<file path="config.mk">
export PLATFORM = sky130hd
export DESIGN_NAME = lcd_show_char_flat
export DESIGN_NICKNAME = d
export VERILOG_FILES = /design/src/rtl/lcd_show_char_if.sv /design/src/rtl/lcd_show_char.sv /design/src/flat_wrapper.sv
export SDC_FILE = /design/constraint.sdc
export NUM_CORES = 1
export LEC_CHECK = 0
export ABC_AREA = 0
export BUFFER_PORTS_ARGS = -buffer_cell sky130_fd_sc_hd__buf_4
export CORE_ASPECT_RATIO = 2
export CORE_MARGIN = 8
export CORE_UTILIZATION = 58
export DETAILED_ROUTE_END_ITERATION = 6
export GPL_TIMING_DRIVEN = 0
export HOLD_SLACK_MARGIN = 0.1
export PLACE_DENSITY = 0.81
export SKIP_LAST_GASP = 1
export SLEW_MARGIN = 20
export SYNTH_ARGS = -nofsm -noshare
export SYNTH_HDL_FRONTEND = slang
export SYNTH_SLANG_ARGS = --single-unit
</file>
<file path="constraint.sdc">
create_clock -name sys_clk -period 8.7 [get_ports sys_clk]
set_clock_uncertainty 0.2 [all_clocks]
set_input_delay 1.305 -clock sys_clk [delete_from_list [all_inputs] [get_ports sys_clk]]
set_output_delay 1.305 -clock sys_clk [all_outputs]
set_load 0.03 [all_outputs]
</file>
<file path="src/rtl/lcd_show_char_if.sv">
// Request, font ROM and byte-writer signals of the character renderer.
// slave = the renderer, master = its surroundings (controller, ROM, SPI writer).
interface lcd_show_char_if;
   logic        show_char_flag;
   logic [6:0]  ascii_num;
   logic [8:0]  start_x;
   logic [8:0]  start_y;
   logic        en_size;
   logic [11:0] rom_addr;
   logic [7:0]  rom_data;
   logic        wr_req;
   logic        wr_dc;
   logic [7:0]  wr_byte;
   logic        wr_done;
   logic        busy;
   logic        show_char_done;

   modport master (
      output show_char_flag, ascii_num, start_x, start_y, en_size, rom_data, wr_done,
      input  rom_addr, wr_req, wr_dc, wr_byte, busy, show_char_done
   );

   modport slave (
      input  show_char_flag, ascii_num, start_x, start_y, en_size, rom_data, wr_done,
      output rom_addr, wr_req, wr_dc, wr_byte, busy, show_char_done
   );
endinterface

</file>
<file path="src/rtl/lcd_show_char.sv">
// Renders one glyph: sets the LCD address window, then streams RGB565 pixels
// from the font ROM to the SPI byte writer, one byte per wr_req/wr_done handshake.
//
//   state    | meaning
//   ---------+--------------------------------------------------------------
//   S_IDLE   | waiting for show_char_flag; request latched on the flag
//   S_SETUP  | sending the 11 window bytes (2A xs xe, 2B ys ye, 2C)
//   S_FETCH  | two cycles: drive rom_addr, then capture the glyph row byte
//   S_PIX_HI | sending the high byte of the current pixel
//   S_PIX_LO | sending the low byte; advance column / row / finish
//   S_DONE   | one-cycle show_char_done pulse
module lcd_show_char #(
   parameter logic [15:0] FG_COLOR = 16'h0000,
   parameter logic [15:0] BG_COLOR = 16'hFFFF
) (
   input logic            sys_clk,
   input logic            sys_rst,
   lcd_show_char_if.slave bus
);

   typedef enum logic [2:0] {
      S_IDLE,
      S_SETUP,
      S_FETCH,
      S_PIX_HI,
      S_PIX_LO,
      S_DONE
   } state_t;

   state_t      state;
   state_t      state_nxt;

   logic [6:0]  glyph;
   logic [8:0]  xs;
   logic [8:0]  ys;
   logic        size16;
   logic [3:0]  setup_idx;
   logic [3:0]  row;
   logic [2:0]  col;
   logic        fetch_ph;
   logic        req_sent;
   logic [7:0]  row_sr;

   logic        byte_ack;
   logic        last_col;
   logic        last_row;
   logic [8:0]  xe;
   logic [8:0]  ye;
   logic [11:0] row_base;
   logic [11:0] glyph_addr;
   logic [15:0] pix_color;
   logic        setup_dc;
   logic [7:0]  setup_byte;

   // A wr_done only counts once its wr_req has gone out, which drops same-cycle
   // and stray acknowledges without any per-state special casing.
   assign byte_ack   = req_sent & bus.wr_done;
   assign last_col   = (col == (size16 ? 3'd7 : 3'd5));
   assign last_row   = (row == (size16 ? 4'd15 : 4'd11));
   assign xe         = xs + (size16 ? 9'd7 : 9'd5);
   assign ye         = ys + (size16 ? 9'd15 : 9'd11);
   assign row_base   = size16 ? {1'b0, glyph, 4'b0000} : 12'd1520 + 12'(glyph) * 12'd12;
   assign glyph_addr = row_base + 12'(row);
   assign pix_color  = row_sr[7] ? FG_COLOR : BG_COLOR;

   always_comb begin
      setup_dc   = 1'b1;
      setup_byte = 8'h00;
      case (setup_idx)
         4'd0:    begin setup_dc = 1'b0; setup_byte = 8'h2A; end
         4'd1:    setup_byte = {7'd0, xs[8]};
         4'd2:    setup_byte = xs[7:0];
         4'd3:    setup_byte = {7'd0, xe[8]};
         4'd4:    setup_byte = xe[7:0];
         4'd5:    begin setup_dc = 1'b0; setup_byte = 8'h2B; end
         4'd6:    setup_byte = {7'd0, ys[8]};
         4'd7:    setup_byte = ys[7:0];
         4'd8:    setup_byte = {7'd0, ye[8]};
         4'd9:    setup_byte = ye[7:0];
         4'd10:   begin setup_dc = 1'b0; setup_byte = 8'h2C; end
         default: ;
      endcase
   end

   always_comb begin
      state_nxt          = state;
      bus.wr_req         = 1'b0;
      bus.wr_dc          = 1'b0;
      bus.wr_byte        = 8'h00;
      bus.rom_addr       = 12'd0;
      bus.busy           = 1'b1;
      bus.show_char_done = 1'b0;
      case (state)
         S_IDLE: begin
            bus.busy = 1'b0;
            if (bus.show_char_flag) state_nxt = S_SETUP;
         end
         S_SETUP: begin
            bus.wr_req  = ~req_sent;
            bus.wr_dc   = setup_dc;
            bus.wr_byte = setup_byte;
            if (byte_ack && setup_idx == 4'd10) state_nxt = S_FETCH;
         end
         S_FETCH: begin
            bus.rom_addr = glyph_addr;
            if (fetch_ph) state_nxt = S_PIX_HI;
         end
         S_PIX_HI: begin
            bus.wr_req  = ~req_sent;
            bus.wr_dc   = 1'b1;
            bus.wr_byte = pix_color[15:8];
            if (byte_ack) state_nxt = S_PIX_LO;
         end
         S_PIX_LO: begin
            bus.wr_req  = ~req_sent;
            bus.wr_dc   = 1'b1;
            bus.wr_byte = pix_color[7:0];
            if (byte_ack) begin
               if (!last_col)      state_nxt = S_PIX_HI;
               else if (!last_row) state_nxt = S_FETCH;
               else                state_nxt = S_DONE;
            end
         end
         S_DONE: begin
            bus.show_char_done = 1'b1;
            state_nxt          = S_IDLE;
         end
         default: state_nxt = S_IDLE;
      endcase
   end

   always_ff @(posedge sys_clk or posedge sys_rst) begin
      if (sys_rst) begin
         state     <= S_IDLE;
         glyph     <= 7'd0;
         xs        <= 9'd0;
         ys        <= 9'd0;
         size16    <= 1'b0;
         setup_idx <= 4'd0;
         row       <= 4'd0;
         col       <= 3'd0;
         fetch_ph  <= 1'b0;
         req_sent  <= 1'b0;
         row_sr    <= 8'd0;
      end else begin
         state <= state_nxt;
         if (bus.wr_req)    req_sent <= 1'b1;
         else if (byte_ack) req_sent <= 1'b0;
         case (state)
            S_IDLE: begin
               if (bus.show_char_flag) begin
                  glyph     <= (bus.ascii_num > 7'd94) ? 7'd0 : bus.ascii_num;
                  xs        <= bus.start_x;
                  ys        <= bus.start_y;
                  size16    <= bus.en_size;
                  setup_idx <= 4'd0;
                  row       <= 4'd0;
                  col       <= 3'd0;
                  fetch_ph  <= 1'b0;
               end
            end
            S_SETUP: begin
               if (byte_ack) setup_idx <= setup_idx + 4'd1;
            end
            S_FETCH: begin
               fetch_ph <= ~fetch_ph;
               if (fetch_ph) row_sr <= bus.rom_data;
            end
            S_PIX_LO: begin
               if (byte_ack) begin
                  row_sr <= {row_sr[6:0], 1'b0};
                  if (last_col) begin
                     col <= 3'd0;
                     row <= row + 4'd1;
                  end else begin
                     col <= col + 3'd1;
                  end
               end
            end
            default: ;
         endcase
      end
   end

endmodule

</file>
<file path="src/flat_wrapper.sv">
// flat-port wrapper written by rule: the top's interface ports become plain ports
module lcd_show_char_flat 
#(
   parameter logic [15:0] FG_COLOR = 16'h0000,
   parameter logic [15:0] BG_COLOR = 16'hFFFF
)
  (sys_clk, sys_rst, bus_show_char_flag, bus_ascii_num, bus_start_x, bus_start_y, bus_en_size, bus_rom_data, bus_wr_done, bus_rom_addr, bus_wr_req, bus_wr_dc, bus_wr_byte, bus_busy, bus_show_char_done);
  lcd_show_char_if bus_i ();
  input logic sys_clk;
  input logic sys_rst;
  input wire logic [$bits(bus_i.show_char_flag)-1:0] bus_show_char_flag;
  input wire logic [$bits(bus_i.ascii_num)-1:0] bus_ascii_num;
  input wire logic [$bits(bus_i.start_x)-1:0] bus_start_x;
  input wire logic [$bits(bus_i.start_y)-1:0] bus_start_y;
  input wire logic [$bits(bus_i.en_size)-1:0] bus_en_size;
  input wire logic [$bits(bus_i.rom_data)-1:0] bus_rom_data;
  input wire logic [$bits(bus_i.wr_done)-1:0] bus_wr_done;
  output wire logic [$bits(bus_i.rom_addr)-1:0] bus_rom_addr;
  output wire logic [$bits(bus_i.wr_req)-1:0] bus_wr_req;
  output wire logic [$bits(bus_i.wr_dc)-1:0] bus_wr_dc;
  output wire logic [$bits(bus_i.wr_byte)-1:0] bus_wr_byte;
  output wire logic [$bits(bus_i.busy)-1:0] bus_busy;
  output wire logic [$bits(bus_i.show_char_done)-1:0] bus_show_char_done;
  assign bus_i.show_char_flag = bus_show_char_flag;
  assign bus_i.ascii_num = bus_ascii_num;
  assign bus_i.start_x = bus_start_x;
  assign bus_i.start_y = bus_start_y;
  assign bus_i.en_size = bus_en_size;
  assign bus_i.rom_data = bus_rom_data;
  assign bus_i.wr_done = bus_wr_done;
  assign bus_rom_addr = bus_i.rom_addr;
  assign bus_wr_req = bus_i.wr_req;
  assign bus_wr_dc = bus_i.wr_dc;
  assign bus_wr_byte = bus_i.wr_byte;
  assign bus_busy = bus_i.busy;
  assign bus_show_char_done = bus_i.show_char_done;
  lcd_show_char #(.FG_COLOR(FG_COLOR), .BG_COLOR(BG_COLOR)) u_core (.sys_clk(sys_clk), .sys_rst(sys_rst), .bus(bus_i));
endmodule
</file>
==> results of run 1 <==
cell usage after synthesis (3+ instances only):
library cell,number
nand3_1,11
nand4_1,3
and2_1,7
a22o_1,5
xnor2_1,12
a221oi_1,3
nor2_1,31
nand3b_1,4
nor3b_1,4
and3_1,5
clkbuf_1,15
nor2b_1,6
dfrtp_1,50
or3_1,3
o22ai_1,4
nand2_1,84
o221ai_1,3
fa_1,3
nor3_1,10
inv_1,14
o31ai_1,5
mux2i_1,11
a211oi_1,4
nand2b_1,7
xor2_1,11
and3b_1,3
a21o_1,6
ha_1,20
o21a_1,4
o21ai_0,49
a21oi_1,19
area by class of cell:
| class | instances | area [sq um] |
|---|---|---|
| timing repair buffer | 62 | 478 |
| tap | 86 | 108 |
| clock buffer | 7 | 153 |
| buffer | 18 | 71.3 |
| clock inverter | 1 | 8.76 |
| multi-input combinational | 373 | 2390 |
| fill | 528 | 1790 |
| sequential | 50 | 1250 |
| inverter | 15 | 56.3 |
flip-flops by register name, indices dropped and copies added, names as in the netlist:
name,cells
u_core.state,3
u_core.ys,9
u_core.fetch_ph,1
u_core.row_sr,8
u_core.size16,1
u_core.xs,9
u_core.setup_idx,4
u_core.req_sent,1
u_core.glyph,7
u_core.col,3
u_core.row,4
cells by family after synthesis:
group                      Yosys count  share of synthesized area
muxes                               12                     0.0322
xor gates and xnor gates            23                     0.0534
DFF                                 50                      0.332
and+or+nand+nor                    187                      0.238
AOI/OAI and AO/OA                  128                      0.229
buffers and inverters               33                     0.0338
adders and majority gates           23                     0.0823
report_power, final:
part           total [mW]  switching [mW]  internal, mW
clock network       0.209          0.0866         0.123
registers           0.429           0.107         0.322
logic                1.10           0.668         0.433
worst paths after layout:
check	end	cells past startpoint	start	slack [ns]
min in group asynchronous	u_core.req_sent$_DFFE_PP0P_	2	sys_rst	0.80
max in group asynchronous	u_core.xs[6]$_DFFE_PP0P_	3	sys_rst	6.99
worst min-delay path	u_core.row_sr[3]$_DFFE_PP0P_	2	u_core.row_sr[3]$_DFFE_PP0P_	0.29
worst max-delay path	bus_rom_addr[11]	10	u_core.glyph[1]$_DFFE_PP0P_	3.68
worst min register to register	u_core.row_sr[3]$_DFFE_PP0P_	2	u_core.row_sr[3]$_DFFE_PP0P_	0.29
worst max register to register	u_core.row[3]$_DFFE_PP0P_	8	u_core.size16$_DFFE_PP0P_	6.05
per-stage QoR:
stage / setup slack (ns) / power [mW] / area, sq um / instances
finish: 3.68 / 1.74 / 4520 / 612
global route: 3.48 / 1.87 / 4520 / 612
CTS: 3.67 / 1.74 / 4520 / 612
detailed placement: 4.01 / 1.52 / 4360 / 604
global placement: 4.04 / 1.49 / 4340 / 603
floorplan: 4.13 / 1.21 / 3770 / 456
routing by layer:
metal | vias up | global-route usage | share of wire
li1 | 1756 | - | -
met1 | 1723 | 0.208 | 0.34
met2 | 107 | 0.465 | 0.58
met3 | 23 | 0.0331 | 0.037
met4 | 0 | 0.113 | 0.037
met5 | - | 0 | 0
tightest hold or removal path: cells and delay by family (launching register included):
family | cells | cell delay (ns)
compound gates | 1 | 0.06
flops | 1 | 0.34
simple gates | 1 | 0.04
placed cells by master (no fill, tap or decap), types with 4 or more instances in the layout:
| cell | synthesis | final |
|---|---|---|
| clkbuf_16 | 0 | 5 |
| nand2_1 | 84 | 84 |
| o21a_1 | 4 | 4 |
| o22ai_1 | 4 | 4 |
| nand3b_1 | 4 | 4 |
| a22o_1 | 5 | 5 |
| and3_1 | 5 | 5 |
| nand2b_1 | 7 | 7 |
| nand3_1 | 11 | 11 |
| xnor2_1 | 12 | 12 |
| and2_1 | 7 | 7 |
| nor2b_1 | 6 | 6 |
| dfrtp_1 | 50 | 50 |
| nor2_1 | 31 | 31 |
| inv_1 | 14 | 13 |
| a21oi_1 | 19 | 19 |
| ha_1 | 20 | 20 |
| o31ai_1 | 5 | 5 |
| buf_4 | 0 | 61 |
| o21ai_0 | 49 | 49 |
| a21o_1 | 6 | 6 |
| mux2i_1 | 11 | 11 |
| nor3b_1 | 4 | 4 |
| xor2_1 | 11 | 11 |
| nor3_1 | 10 | 10 |
| a211oi_1 | 4 | 4 |
| clkbuf_1 | 15 | 15 |
==> impl_metrics.tcl, run 1 <==
set metrics [dict create \
    detail_route.vias_per_cell 5.90 \
    cap_viol_max_count 0 \
    track_usage 0.230 \
    grt_pass1_wl_um 17400 \
    rsz0062_at_grt "false" \
    path_cells "ha_1 > fa_1 > a211oi_2 > nor2_1 > o221ai_1 > a21boi_1 > a21oi_1 > or4b_1 > o22ai_1 > buf_4" \
    grt_pass1_vias 3804 \
    period_share 0.577 \
    post-route-util 0.716 \
    initial_core_util 0.598 \
    antenna_found_initial 0 \
    status "finished, final reports clean" \
    drv_slew 0 \
    dieArea_sq_mm 0.00949 \
    cts-htree-levels 2 \
    drc 0 \
    num_rows 41 \
    ys_ff_latch 50 \
    power.density_mw_per_mm2 385 \
    crit_family "compound AO/OA/AOI/OAI gates" \
    worstSkewPairLatency_ns 0.29 \
    max_slew_margin 0.425 \
    ctsHoldBuffers 0 \
    cts_made_buffers 5 \
    synth_cell_type_count 60 \
    clk_path_buf_depth 2 \
    postSynthCellCount 456 \
    synthFlopType "dfrtp_1" \
    crit_path_end_kind "primary output" \
    crit_fanout 6 \
    p_leak_nw 2.13 \
    io_pins 62 \
    finalSetupTns_ns 0 \
    die_w_um 73.0 \
    die_h_um 130 \
    max_freq_ghz 0.199 \
    place.gp.congestion 0.911 \
    vdd_drop_max_mv 0.211 \
    clock-root-buffer "clkbuf_16" \
    n_antenna_cell 0 \
    setup_violations 0 \
    path_buf_inv 1 \
    drive_gt1_frac 0.171 \
    holdWs_ns 0.287 \
    post_cts_buffers 0 \
    hold_viol 0 \
    cts_tree "yes" \
    dr.pass1.iters 5 \
    vias 3609 \
    crit_slowest_cell "or4b_1" \
    grt-ovfl-total 0 \
    wirelength_um 10500 \
    critPathArrivalTime_ns 3.51 \
    startpoint_type "flip-flop" \
    syn_area_sq_mm 0.00377 \
    io_buffers 61 \
    fin_nets 586 \
    ant_nets 0 \
    synth_top_area_frac 0.332 \
    synth_warnings 0 \
    hp-class "flip-flop to flip-flop" \
    path_class "flip-flop to primary output" \
    synthTopCellsByArea "dfrtp_1 (33%), nand2_1 (8.4%), ha_1 (6.6%)" \
    fin_crit_ns 5.02 \
    dpl.hpwl_um 8210 \
    synth_edf_count 0 \
    synth.avg_cell_area_sq_um 8.27 \
    drtIter0Drc 184 \
    worst_ep_required_time_ns 7.19 \
    wire_per_inst_um 17.1 \
    ctsResizeCount 0 \
    ys_seq_area_frac 0.332 \
    yosys.area.top_type "dfrtp_1" \
    area_growth_pct 19.8 \
    core_area_sq_mm 0.00631 \
    cts_num_sinks 50 \
    tightest_slew_ns 0.861 \
    async_flop_share 1.00 \
    syn_nets 517 \
    grt_max_degree 34 \
    clk_pin_slew_ns 0.07 \
    max_stage_delay_ns 0.57 \
]
No activity file was read; power rests on OpenSTA's default activity.
==> inputs of run 2 (changes only) <==
--- a/config.mk
+++ b/config.mk
@@ -5,15 +5,15 @@
 export SDC_FILE = /design/constraint.sdc
 export NUM_CORES = 1
 export LEC_CHECK = 0
-export ABC_AREA = 0
+export ABC_AREA = 1
 export BUFFER_PORTS_ARGS = -buffer_cell sky130_fd_sc_hd__buf_4
 export CORE_ASPECT_RATIO = 2
 export CORE_MARGIN = 8
-export CORE_UTILIZATION = 58
+export CORE_UTILIZATION = 57
 export DETAILED_ROUTE_END_ITERATION = 6
 export GPL_TIMING_DRIVEN = 0
 export HOLD_SLACK_MARGIN = 0.1
-export PLACE_DENSITY = 0.81
+export PLACE_DENSITY = 0.79
 export SKIP_LAST_GASP = 1
 export SLEW_MARGIN = 20
 export SYNTH_ARGS = -nofsm -noshare
==> constraint.sdc (replaced) <==
create_clock -name sys_clk -period 4.8 [get_ports sys_clk]
set_clock_uncertainty 0.2 [all_clocks]
set_input_delay 0.72 -clock sys_clk [delete_from_list [all_inputs] [get_ports sys_clk]]
set_output_delay 0.72 -clock sys_clk [all_outputs]
set_load 0.03 [all_outputs]
==> run 2 against run 1 <==
Flip-flop and latch count stayed put. Area after synthesis increased by 0.40%. Critical path depth grew 5. Largest cell class unchanged.
==> impl_metrics.tcl, run 2 <==
set metrics [dict create \
    syn_area_sq_mm 0.00379 \
    crit_slowest_cell "dfrtp_1" \
    dr.pass1.iters 5 \
    drtIter0Drc 229 \
    synthTopCellsByArea "dfrtp_1 (33%), nand2_1 (12%), inv_1 (8.0%)" \
    vdd_drop_max_mv 0.445 \
    io_pins 62 \
    path_cells "ha_1 > fa_1 > nand2_1 > nand2_1 > ha_1 > o21ai_2 > inv_2 > nor2_1 > nand3_1 > nor2_1 > nand2_1 > nor2_1 > nand2_1 > a21oi_2 > buf_4" \
    cts-htree-levels 2 \
    die_h_um 131 \
    syn_nets 611 \
    crit_family "adder cells" \
    met3_usage 0.0381 \
    num_rows 42 \
    ys_ff_latch 50 \
    postSynthCellCount 550 \
    io_buffers 61 \
    setup_violations 0 \
    ys_top_cells_by_count "nand2_1 (126), inv_1 (81), o21ai_0 (58)" \
    grt-ovfl-total 0 \
    vias 3817 \
    status "finished, final reports clean" \
    place.gp.congestion 0.914 \
    async_flop_share 1.00 \
    grt_max_degree 35 \
    fin_crit_ns 4.01 \
    clock-root-buffer "clkbuf_16" \
    worstSkewPairLatency_ns 0.29 \
    crit_fanout 5 \
    cap_viol_max_count 0 \
    synth_warnings 0 \
    max_stage_delay_ns 0.49 \
    path_buf_inv 2 \
    rsz0062_at_grt "false" \
    die_w_um 73.6 \
    tightest_slew_ns 0.630 \
    track_usage 0.205 \
    synth_top_area_frac 0.330 \
    period_share 0.836 \
    drc 0 \
    final_cell_mix "nand2_1 (126), inv_1 (80), buf_4 (62), o21ai_0 (58), nor2_1 (53)" \
    max_slew_margin 0.580 \
    core_area_sq_mm 0.00652 \
    dieArea_sq_mm 0.00966 \
    ant_nets 0 \
    hp-class "input port to asynchronous set/reset pin" \
    reg_top3 "u_core.xs x9, u_core.ys x9, u_core.row_sr x8" \
    ctsHoldBuffers 0 \
    drive_gt1_frac 0.165 \
    ys_seq_area_frac 0.330 \
    wire_per_inst_um 13.8 \
    clk_path_buf_depth 2 \
    detail_route.vias_per_cell 5.39 \
    met1_usage 0.263 \
    fin_nets 680 \
    holdWs_ns 0.222 \
    grt_pass1_vias 3619 \
    synth.avg_cell_area_sq_um 6.88 \
    critPathArrivalTime_ns 3.09 \
    worst_ep_required_time_ns 3.88 \
    synthFlopType "dfrtp_1" \
    wirelength_um 9790 \
    n_antenna_cell 0 \
    crit_path_end_kind "primary output" \
    yosys.area.top_type "dfrtp_1" \
    ctsResizeCount 0 \
    area_growth_pct 19.8 \
    synth_cell_type_count 46 \
    cts_made_buffers 5 \
    dpl.hpwl_um 7850 \
    p_leak_nw 2.29 \
    synth_edf_count 0 \
    grt.met2_usage 0.335 \
    antenna_found_initial 0 \
    finalSetupTns_ns 0 \
    clk_pin_slew_ns 0.06 \
    power.density_mw_per_mm2 681 \
    initial_core_util 0.581 \
    path_class "flip-flop to primary output" \
    final_common_cell "nand2_1" \
    grt_pass1_wl_um 16400 \
    cts_num_sinks 50 \
    drv_slew 0 \
    max_freq_ghz 0.249 \
    startpoint_type "flip-flop" \
    cts_tree "yes" \
    fillerInstances 605 \
    synth.most_common_cell "nand2_1" \
    grt.busiest_layer "met2" \
    hold_viol 0 \
    post_cts_buffers 0 \
    cpMostUsedCell "nand2_1" \
]
[run 2: metrics by stage]
stage               worst slack (ns)  total power, mW  utilization  std cells  instance area [sq um]
floorplan                       1.16             2.15            -        550                   3790
global placement                1.10             2.63        0.668        699                   4350
detailed placement              1.08             2.68        0.671        700                   4370
CTS                            0.757             3.09        0.696        708                   4540
global route                   0.585             3.36        0.696        708                   4540
finish                         0.786             3.09        0.696        708                   4540
[run 2: where the power goes]
| group | internal (mW) | switching, mW |
|---|---|---|
| Sequential | 0.588 | 0.148 |
| Combinational | 0.663 | 1.30 |
| Clock | 0.246 | 0.147 |
[run 2: metal layers]
metal | vias up | wire (um)
met1 | 1747 | 4390
met2 | 113 | 4720
met3 | 16 | 512
li1 | 1941 | -
met5 | - | 0
met4 | 0 | 167
[run 2: final timing paths]
| check | start | to | slack [ns] | cells past startpoint |
|---|---|---|---|---|
| min | sys_rst | u_core.ys[3]$_DFFE_PP0P_ | 0.22 | 2 |
| min in group sys_clk | u_core.row[0]$_DFFE_PP0P_ | u_core.row[0]$_DFFE_PP0P_ | 0.33 | 1 |
| max | u_core.glyph[1]$_DFFE_PP0P_ | bus_rom_addr[11] | 0.79 | 15 |
| min reg2reg | u_core.row[0]$_DFFE_PP0P_ | u_core.row[0]$_DFFE_PP0P_ | 0.33 | 1 |
| max in group asynchronous | sys_rst | u_core.glyph[0]$_DFFE_PP0P_ | 3.67 | 3 |
| max reg2reg | u_core.state[1]$_DFFE_PP0P_ | u_core.xs[8]$_DFFE_PP0P_ | 2.66 | 7 |
[run 2: final cells by class]
class	instances	area, sq um	area share
Buffer	10	52.6	0.0116
Sequential cell	50	1250	0.276
Inverter	89	334	0.0736
Multi-Input combinational cell	401	2150	0.474
Tap cell	88	110	0.0243
Timing Repair Buffer	62	478	0.105
Clock inverter	1	30.0	0.00662
Clock buffer	7	133	0.0292
[run 2: logic make-up after synthesis]
family / count (synthesis) / synth area share
flip-flops: 50 / 0.330
buffers and inverters: 99 / 0.102
AO/OA/AOI/OAI: 113 / 0.174
XOR/XNOR: 4 / 0.00925
AND/OR/NAND/NOR: 261 / 0.302
adder cells (fa/ha/maj): 23 / 0.0820
==> inputs of run 3 (changes only) <==
==> constraint.sdc (replaced) <==
create_clock -name sys_clk -period 4.1 [get_ports sys_clk]
set_clock_uncertainty 0.2 [all_clocks]
set_input_delay 0.615 -clock sys_clk [delete_from_list [all_inputs] [get_ports sys_clk]]
set_output_delay 0.615 -clock sys_clk [all_outputs]
set_load 0.03 [all_outputs]
==> run 3 against run 2 <==
Cell count unchanged. Register-to-register slack got worse by 0.70 ns. Highest routed layer unchanged. Largest cell class unchanged. Sequential power increased by 17%. Non-clock buffer count unchanged. Worst hold slack got worse by 0.10 ns. Worst setup slack got worse by 0.55 ns. Wire length decreased by 0.16%. Via count about the same. Global-route usage unchanged.
==> impl_metrics.tcl, run 3 (synthesis gave the netlist of run 2 again) <==
set metrics [dict create \
    status "finished, final reports clean" \
    startpoint_type "flip-flop" \
    place.gp.congestion 0.914 \
    worst_ep_required_time_ns 3.28 \
    cts_made_buffers 5 \
    max_stage_delay_ns 0.47 \
    period_share 0.943 \
    worstSkewPairLatency_ns 0.29 \
    reg_top3 "u_core.xs x9, u_core.ys x9, u_core.row_sr x8" \
    ctsHoldBuffers 0 \
    cap_viol_max_count 0 \
    crit_family "adder cells" \
    clock-root-buffer "clkbuf_16" \
    critPathArrivalTime_ns 3.05 \
    wirelength_um 9770 \
    crit_slowest_cell "dfrtp_2" \
    track_usage 0.205 \
    cts-htree-levels 2 \
    layout.cells.non_filler 708 \
    n_antenna_cell 0 \
    dr.pass1.iters 5 \
    final_common_cell "nand2_1" \
    initial_core_util 0.581 \
    post_cts_buffers 0 \
    dpl_worst_slack_ns 0.480 \
    dpl_cell_area_sq_mm 0.00437 \
    ant_nets 0 \
    setup_ws_ns 0.234 \
    hp-class "input port to asynchronous set/reset pin" \
    rsz0062_at_grt "false" \
    crit_path_end_kind "primary output" \
    grt-ovfl-total 0 \
    cts_num_sinks 50 \
    fin_nets 680 \
    grt_pass1_wl_um 16400 \
    path_buf_inv 2 \
    fin_crit_ns 3.87 \
    power.density_mw_per_mm2 797 \
    path_class "flip-flop to primary output" \
    post-route-util 0.696 \
    hold_viol 0 \
    final_cell_mix "nand2_1 (126), inv_1 (80), buf_4 (62), o21ai_0 (58), nor2_1 (53)" \
    p_leak_nw 2.29 \
    wire_per_inst_um 13.8 \
    io_pins 62 \
    dieArea_sq_mm 0.00966 \
    power_mw 3.62 \
    core_area_sq_mm 0.00652 \
    met3_usage 0.0381 \
    num_rows 42 \
    dpl.hpwl_um 7850 \
    cts_tree "yes" \
    path_cells "ha_1 > fa_1 > nand2_1 > nand2_1 > ha_1 > o21ai_2 > inv_2 > nor2_1 > nand3_1 > nor2_1 > nand2_1 > nor2_1 > nand2_1 > a21oi_2 > buf_4" \
    holdWs_ns 0.118 \
    detail_route.vias_per_cell 5.39 \
    max_slew_margin 0.580 \
    drive_gt1_frac 0.166 \
    drc 0 \
    grt_pass1_vias 3619 \
    grt_max_degree 35 \
    max_freq_ghz 0.259 \
    io_buffers 61 \
    finalSetupTns_ns 0 \
    drv_slew 0 \
    clk_pin_slew_ns 0.06 \
    die_w_um 73.6 \
    drtIter0Drc 251 \
    crit_fanout 5 \
    met1_usage 0.263 \
    grt.met2_usage 0.335 \
    fin_area_sq_mm 0.00454 \
    die_h_um 131 \
    tightest_slew_ns 0.630 \
    setup_violations 0 \
    vias 3815 \
    cpMostUsedCell "nand2_1" \
    vdd_drop_max_mv 0.520 \
    grt.busiest_layer "met2" \
    clk_path_buf_depth 2 \
    antenna_found_initial 0 \
    post-place-cells 700 \
    area_growth_pct 19.9 \
]
run 3: cell count changes in the layout (fill, tap and decap cells not counted):
cell / delta
dfrtp_1: -1
dfrtp_2: +1
run 3: power breakdown:
group	internal [mW]	switching [mW]
sequential	0.689	0.174
combinational	0.776	1.52
clock	0.289	0.171
run 3: per-layer routing:
layer | routed length, um | vias up
li1 | - | 1940
met3 | 507 | 14
met5 | 0 | -
met1 | 4390 | 1747
met4 | 162 | 0
met2 | 4710 | 114
run 3: area by class of cell:
| cell class | count | area, sq um |
|---|---|---|
| plain buffers | 10 | 52.6 |
| clock buffers | 7 | 133 |
| clock inverters | 1 | 30.0 |
| fillers | 605 | 1980 |
| inverters | 89 | 334 |
| multi-input cells | 401 | 2150 |
| flip-flops and latches | 50 | 1250 |
| well taps | 88 | 110 |
| repair buffers | 62 | 478 |
run 3: worst register-to-register path: cells and delay by family, from the launching register on:
| family | cells | cell delay, ns |
|---|---|---|
| flip-flops | 1 | 0.43 |
| buffers and inverters | 3 | 0.69 |
| AND/OR/NAND/NOR | 3 | 0.52 |
| AO/OA/AOI/OAI | 1 | 0.16 |
run 3: what timing repair did:
item                                   CTS  global route
endpoints found under the hold margin    0             0
gates resized for setup                  0             1
setup endpoints to repair                0             1
run 3: final timing paths:
| check | startpoint | end | slack, ns | cells after the start |
|---|---|---|---|---|
| min in group sys_clk | bus_start_y[3] | u_core.ys[3]$_DFFE_PP0P_ | 0.32 | 3 |
| max reg2reg | u_core.state[1]$_DFFE_PP0P_ | u_core.xs[8]$_DFFE_PP0P_ | 1.96 | 7 |
| min reg2reg | u_core.row[0]$_DFFE_PP0P_ | u_core.row[0]$_DFFE_PP0P_ | 0.33 | 1 |
| max in group asynchronous | sys_rst | u_core.glyph[0]$_DFFE_PP0P_ | 3.08 | 3 |
| max | u_core.glyph[1]$_DFFE_PP0P_ | bus_rom_addr[11] | 0.23 | 15 |
| min | sys_rst | u_core.ys[3]$_DFFE_PP0P_ | 0.12 | 2 |
